`config.mk`:
```
export PLATFORM = sky130hd
export DESIGN_NAME = game_controller
export DESIGN_NICKNAME = d
export VERILOG_FILES = /design/src/rtl/game_controller.sv
export SDC_FILE = /design/constraint.sdc
export NUM_CORES = 1
export LEC_CHECK = 0
export BUFFER_PORTS_ARGS = -buffer_cell sky130_fd_sc_hd__buf_2
export CAP_MARGIN = 15
export CORE_MARGIN = 5
export CORE_UTILIZATION = 35
export CTS_BUF_LIST = sky130_fd_sc_hd__clkbuf_2 sky130_fd_sc_hd__clkbuf_4 sky130_fd_sc_hd__clkbuf_8
export DETAILED_ROUTE_END_ITERATION = 7
export PLACE_DENSITY = 0.56
export SLEW_MARGIN = 20
export SYNTH_ARGS = -nofsm -noshare
export SYNTH_HDL_FRONTEND = slang
export SYNTH_SLANG_ARGS = --single-unit
export TNS_END_PERCENT = 10
```
`constraint.sdc`:
```
create_clock -name clk -period 4.9 [get_ports clk]
set_input_delay 0.735 -clock clk [delete_from_list [all_inputs] [get_ports clk]]
set_output_delay 0.735 -clock clk [all_outputs]
set_load 0.01 [all_outputs]
```
`src/rtl/game_controller.sv`:
```
// Round-sequencing FSM for the memory-matrix game: start, solution display, guessing, win/lose.
// Define REVEAL_ON_LOSE_EN to show the full solution on the LED board after a lost round.
module game_controller #(
    parameter int DISPLAY_CYCLES = 100_000_000,
    parameter int MAX_MISSES     = 8
) (
    input  logic       clk,
    input  logic       reset,
    input  logic       start,
    input  logic [7:0] solution,
    input  logic [7:0] guess,
    input  logic       guess_valid,
    output logic       load_board,
    output logic [7:0] board_led,
    output logic [7:0] found,
    output logic [3:0] misses_left,
    output logic       win,
    output logic       lose,
    output logic [2:0] state
);

    localparam int TW = (DISPLAY_CYCLES > 1) ? $clog2(DISPLAY_CYCLES) : 1;

    typedef enum logic [2:0] {
        IDLE       = 3'd0,
        START_WAIT = 3'd1,
        DISPLAY    = 3'd2,
        PLAY       = 3'd3,
        CHECK      = 3'd4,
        WIN        = 3'd5,
        LOSE       = 3'd6,
        END_WAIT   = 3'd7
    } state_t;

    state_t          st;
    logic [TW-1:0]   timer;
    logic [7:0]      sol_q;
    logic [7:0]      g_q;

    logic            hit;
    logic [7:0]      found_n;
    logic [3:0]      misses_n;
    logic            guess_onehot;
    logic [7:0]      lose_led;

    assign state = st;

    // A hit can only add tiles that are part of the latched solution.
    always_comb begin
        hit          = |(g_q & sol_q);
        found_n      = found | (g_q & sol_q);
        misses_n     = misses_left;
        if (!hit && misses_left != 4'd0)
            misses_n = misses_left - 4'd1;
        guess_onehot = (guess != 8'd0) && ((guess & (guess - 8'd1)) == 8'd0);
`ifdef REVEAL_ON_LOSE_EN
        lose_led     = sol_q;
`else
        lose_led     = found_n;
`endif
    end

    always_ff @(posedge clk or negedge reset) begin
        if (!reset) begin
            st          <= IDLE;
            timer       <= '0;
            sol_q       <= 8'd0;
            g_q         <= 8'd0;
            found       <= 8'd0;
            misses_left <= 4'(MAX_MISSES);
            board_led   <= 8'd0;
            win         <= 1'b0;
            lose        <= 1'b0;
            load_board  <= 1'b0;
        end else begin
            load_board <= 1'b0;
            case (st)
                IDLE: begin
                    if (start)
                        st <= START_WAIT;
                end
                START_WAIT: begin
                    if (!start) begin
                        st          <= DISPLAY;
                        load_board  <= 1'b1;
                        timer       <= TW'(DISPLAY_CYCLES - 1);
                        found       <= 8'd0;
                        misses_left <= 4'(MAX_MISSES);
                        board_led   <= solution;
                    end
                end
                // Timer starts at DISPLAY_CYCLES-1, so the state lasts DISPLAY_CYCLES cycles.
                DISPLAY: begin
                    if (timer != '0) begin
                        timer     <= timer - TW'(1);
                        board_led <= solution;
                    end else begin
                        sol_q     <= solution;
                        board_led <= found;
                        if (solution == 8'd0) begin
                            st  <= WIN;
                            win <= 1'b1;
                        end else begin
                            st <= PLAY;
                        end
                    end
                end
                PLAY: begin
                    if (guess_valid && guess_onehot) begin
                        g_q <= guess;
                        st  <= CHECK;
                    end
                end
                CHECK: begin
                    found       <= found_n;
                    misses_left <= misses_n;
                    if (misses_n == 4'd0) begin
                        st        <= LOSE;
                        lose      <= 1'b1;
                        board_led <= lose_led;
                    end else if (found_n == sol_q) begin
                        st        <= WIN;
                        win       <= 1'b1;
                        board_led <= found_n;
                    end else begin
                        st        <= PLAY;
                        board_led <= found_n;
                    end
                end
                WIN, LOSE: begin
                    if (start)
                        st <= END_WAIT;
                end
                END_WAIT: begin
                    if (!start) begin
                        st        <= IDLE;
                        win       <= 1'b0;
                        lose      <= 1'b0;
                        board_led <= 8'd0;
                    end
                end
                default: st <= IDLE;
            endcase
        end
    end

endmodule

```
* Word-level counts from Yosys, hierarchy flattened
Index checks and enable logic that the tools add are counted.
** Word-level totals
- Flip-flop bits (word level) :: 69
- Input port bits :: 20
- Word-level logic and storage cells :: 93
- Output and inout port bits :: 26
** Cells by class
- Reductions and logical operators :: 26
- Add/subtract/negate cells :: 3
- Multiplexer cells :: 31
- Bitwise operators :: 4
- Equal/unequal tests :: 19
** Operators with widths (count)
- 2-to-1 mux 27 bit :: 2
- one-hot mux 27 bit (2 select lines) :: 1
- one-hot mux 8 bit (4 select lines) :: 1
- 2-to-1 mux 3 bit :: 9
- nonzero test 27 bit :: 1
- subtractor 27 x 1 -> 27 bit (second input constant) :: 1
- 2-to-1 mux 8 bit :: 3
- != test 2 bit (second input constant) :: 11
- one-hot mux 3 bit (7 select lines) :: 1
- AND 8 bit :: 2
- logical NOT 8 bit :: 2
- one-hot mux 8 bit (2 select lines) :: 1
- == test 3 bit (second input constant) :: 4
- AND reduction 6 bit :: 2
- AND reduction 3 bit :: 3
- == test 8 bit :: 1
- 2-to-1 mux 1 bit :: 8
- 2-to-1 mux 4 bit :: 2
- OR 8 bit :: 1
- one-hot mux 4 bit (2 select lines) :: 1
- nonzero test 4 bit :: 2
- nonzero test 8 bit :: 1
- OR reduction 8 bit :: 1
- subtractor 8 x 1 -> 8 bit (second input constant) :: 1
- 14 further kinds :: 21

* Logic depth before layout (Yosys ltp)
- Depth in word-level cells :: 8
- Mapped depth :: 10
- Gate-level depth less buffers :: 9

* Least setup slack after synthesis
OpenSTA, ideal clock, no wires.
- Path kind :: in2reg
- From :: in guess[1]
- To :: reg st[1] (netlist: state[1])
- Data required time :: 4774 ps
- Path slack :: 2267 ps
- Stages :: 6
- Library setup time :: 126 ps
- Arrival :: 2507 ps
- Buffers on the path :: 0
- Cells stage by stage :: or4_4 > or4_4 > a21oi_2 > o31a_4 > nand3_2 > a221o_1
** On the way
- Word-level cells in the longest chain between the ends :: 7
- Elaborated cells between the ends (all ways) :: 8
- Those cells by class :: 1 x add/sub; 1 x eq/ne; 1 x bitwise; 5 x reduce/logical
** Ends and longest elaborated chain
- start, declared :: line 11 : input logic [7:0] guess,
- subtractor 8 x 1 -> 8 bit :: line 55 : guess_onehot = (guess != 8'd0) && ((guess & (guess - 8'd1)) == 8'd0);
- AND 8 bit :: line 55
- logical NOT 8 bit :: line 55
- logical AND 1 bit * :: line 55
- logical AND 1 bit * :: line 109 : if (guess_valid && guess_onehot) begin
- != test 2 bit (no line) *
- AND reduction 6 bit (no line) *
- end signal, assigned :: line 65 : st <= IDLE;
- end signal, assigned :: line 111 : st <= CHECK;
- end signal, assigned :: line 118 : st <= LOSE;
- end, declared :: line 35 : state_t st;
Every way passes the cells marked *; elsewhere a longest branch is shown, timed or not.
A chain may end at the register's enable or synchronous reset.

* Worst setup path after layout
- From :: reg st[0] (netlist: state[0])
- To :: reg misses_left[1]
** On the way
- Word-level cells in the longest chain between the ends :: 3
- Elaborated cells between the ends (all ways) :: 6
- Those cells by class :: 3 x eq/ne; 1 x mux; 2 x reduce/logical
** Ends and longest elaborated chain
- start signal, assigned :: line 65
- start signal, assigned :: line 80 : st <= START_WAIT;
- start signal, assigned :: line 84 : st <= DISPLAY;
- == test 3 x 1 -> 1 bit / == test 3 bit (equally long branches) :: line 77 : case (st)
- != test 2 bit (no line) / nonzero test 2 bit (equally long branches)
- AND reduction 2 bit (no line)
- end signal, assigned :: line 70 : misses_left <= 4'(MAX_MISSES);
- end signal, assigned :: line 88 : misses_left <= 4'(MAX_MISSES);
- end signal, assigned :: line 116 : misses_left <= misses_n;
- end, declared :: line 16 : output logic [3:0] misses_left,
Several ways; a longest one is shown, not always the timed one.

==> metrics.cfg <==
[synthesis]
synth_area_per_cell_sq_um=10.12
synth-seq-cells=69
synth_nets=388
ys.flop_type=dfrtp_1
synthXorXnorAreaFrac_pct=4.258
synth_fa_ha_area_share_pct=0.9463
yosysSeqAreaShare_pct=46.67
synth_compound_area_share_pct=15.41
synth_warnings=0
synthSimpleGateAreaFrac_pct=23.89
syn_area_sq_um=3702
synthMuxAreaShare_pct=5.441
netlist_instances=366
synth_top_family_by_area=simple AND/OR/NAND/NOR gates
async_flop_share_pct=100.0
synth_edf_count=0
yosys.cell_types.count=69

[clocking]
postCtsResizedCells=0
post-cts-setup-buffer-count=0
root_buffer=clkbuf_8
clock-sinks=69
h-tree-depth=3
cts_buffers=9
clk_path_buf_depth=2
path_clk_slew_ns=0.09
hold_buffers=0
tritoncts=done
clock_insertion_delay_worst_skew_ns=0.35

[global_route]
grt-ovfl-total=0
grt_usage_pct=14.68
grt_pass1_vias=2971
grt_pass1_wl_um=15040
grt_max_degree=52
antenna_found_initial=0

[critical_path]
required_ns=5.12
r2r-start=state[0]
r2r_end=misses_left[1]
cp-end-kind=register
max_stage_delay_ns=0.67
crit_fanout=23
rrSetupSlack_ns=1.85
cp_common_cell=nand2_1
crit_type=reg2reg
cpMaxStageDelayCell=dfrtp_1
crit_path_start_kind=register
cp.arrival_ns=3.27
path_cells=nand2_1, nor2_1, nand2_1, inv_1, nor2_1, o21bai_1, nand2_1, o21ai_0
reg2regPathDepth=8

[pwr]
powerDensity_nw_per_um2=520.9
ir_drop_mv=0.1882
p_leak_nw=1.713

[floorplanning]
die_x_um=112.9
rows=37
initial_core_util_pct=35.86
ios=46
die-area_sq_um=12740
core_sq_um=10320
die_h_um=112.9

[timing]
relSlewSlack_pct=40.93
hold_viol_final=0
fin_crit_ns=3.052
worst_slew_pin_slew_ns=0.8827
setup_ws_ns=1.848
setup_viol=0
fmax_mhz=327.7
drv_slew=0
whs_ns=0.3188
rsz0062_at_grt=false
tns_ns=0
min_period_over_period_pct=62.28
clock-skew-final_ns=0.01266

[final_layout]
finish.net_count=434
num_antenna_cells=0
layout_common_cells=dfrtp_1, buf_2, nor2_1
layout_commonest_cell=dfrtp_1
design_area_sq_um=4199
syn_to_final_growth_pct=13.42
final_layout_size_suffix_gt1_share_pct=25.90
post-route-util_pct=40.67

[routing]
drt-pass1-iter-count=4
ant_nets=0
post_drt_wl_per_cell_um=16.33
via_per_inst=5.277
drtIter0Drc=190
routed_wl_um=9033
vias=2918
drc=0

[place]
gp_congestion=0.8244
dpl_worst_slack_ns=1.688
place_area_sq_um=4025
dp_hpwl_um=6616
io_buffers=45

[hold_path]
hold_path.class=in2async

[status]
status=finished, final reports clean

[run]
maxCapViolCount=0

## critical path: cells and delay by family (launching register included)
kind | cells | cell delay [ns]
and+or+nand+nor | 5 | 1.35
buffers and inverters | 1 | 0.60
DFF | 1 | 0.67
AOI/OAI and AO/OA | 2 | 0.29
## stage by stage
| step | total power [mW] | instances |
|---|---|---|
| after floorplan | 1.520 | 366 |
| after global placement | 1.763 | 537 |
| after detailed placement | 1.785 | 537 |
| after CTS | 2.212 | 553 |
| after global routing | 2.360 | 553 |
| final | 2.187 | 553 |
## sequential cells by signal (all words and copies together) (netlist names)
| signal | flops |
|---|---|
| found | 8 |
| board_led | 8 |
| misses_left | 4 |
| timer | 27 |
| load_board | 1 |
| win | 1 |
| sol_q | 8 |
| state | 3 |
| g_q | 8 |
| lose | 1 |
## cell usage after synthesis, drive strengths merged (3+ instances only)
cell type	instances	area, sq um
or3	8	50.05
o21ai	19	95.09
and3	3	18.77
nor3	14	81.33
nor3b	10	80.07
inv	10	37.54
nand2	30	112.6
dfrtp	68	1702
a21oi	15	78.83
nand2b	8	50.05
o2111ai	4	47.55
buf	3	23.77
a22oi	6	45.04
a31oi	9	68.81
a221oi	3	26.28
mux2	17	191.4
or2b	4	32.53
nand3	16	95.09
clkbuf	9	63.81
or2	3	18.77
nor2	36	142.6
xor2	3	26.28
xnor2	15	131.4
o41ai	3	26.28
or4	8	75.07
nor4	8	50.05
## where the power goes
part	internal [mW]	leakage, nW	switching [mW]	total (mW)
Clock	0.184	0.0816	0.236	0.420
Sequential	0.736	0.831	0.190	0.926
Combinational	0.356	0.800	0.485	0.842
## worst max path at each step
stage | startpoint | end | slack (ns) | depth (start not counted)
finish | state[0] | misses_left[1] | 1.85 | 8
global route | state[0] | misses_left[1] | 1.49 | 8
CTS | state[0] | misses_left[1] | 1.84 | 8
global placement | start | misses_left[0] | 1.78 | 10
floorplan | guess[1] | state[1] | 2.27 | 6
detailed placement | start | misses_left[1] | 1.69 | 10
## layout make-up
class	count	area, sq um
Multi-Input combinational cell	275	1849
Clock inverter	7	50.05
Fill cell	1031	6125
Timing Repair Buffer	47	240.2
Clock buffer	9	123.9
Inverter	10	37.54
Sequential cell	69	1728
Tap cell	136	170.2
## logic make-up (layout without fill, tap and decap cells)
family                     count (synthesis)  in the layout
adders and majority gates                  3              3
xor gates and xnor gates                  18             18
muxes                                     18             18
AOI/OAI and AO/OA                         79             79
and+or+nand+nor                          157            157
DFF                                       69             69
buffers and inverters                     22             73
## per-layer routing
layer / vias to the layer above / track usage, % / wire (um)
met5: - / 0 / 0
met3: 17 / 2.620 / 321
met2: 58 / 24.33 / 4253
met1: 1414 / 19.07 / 4297
met4: 0 / 5.769 / 161
li1: 1429 / - / -
Power figures use the tool's default switching activity.
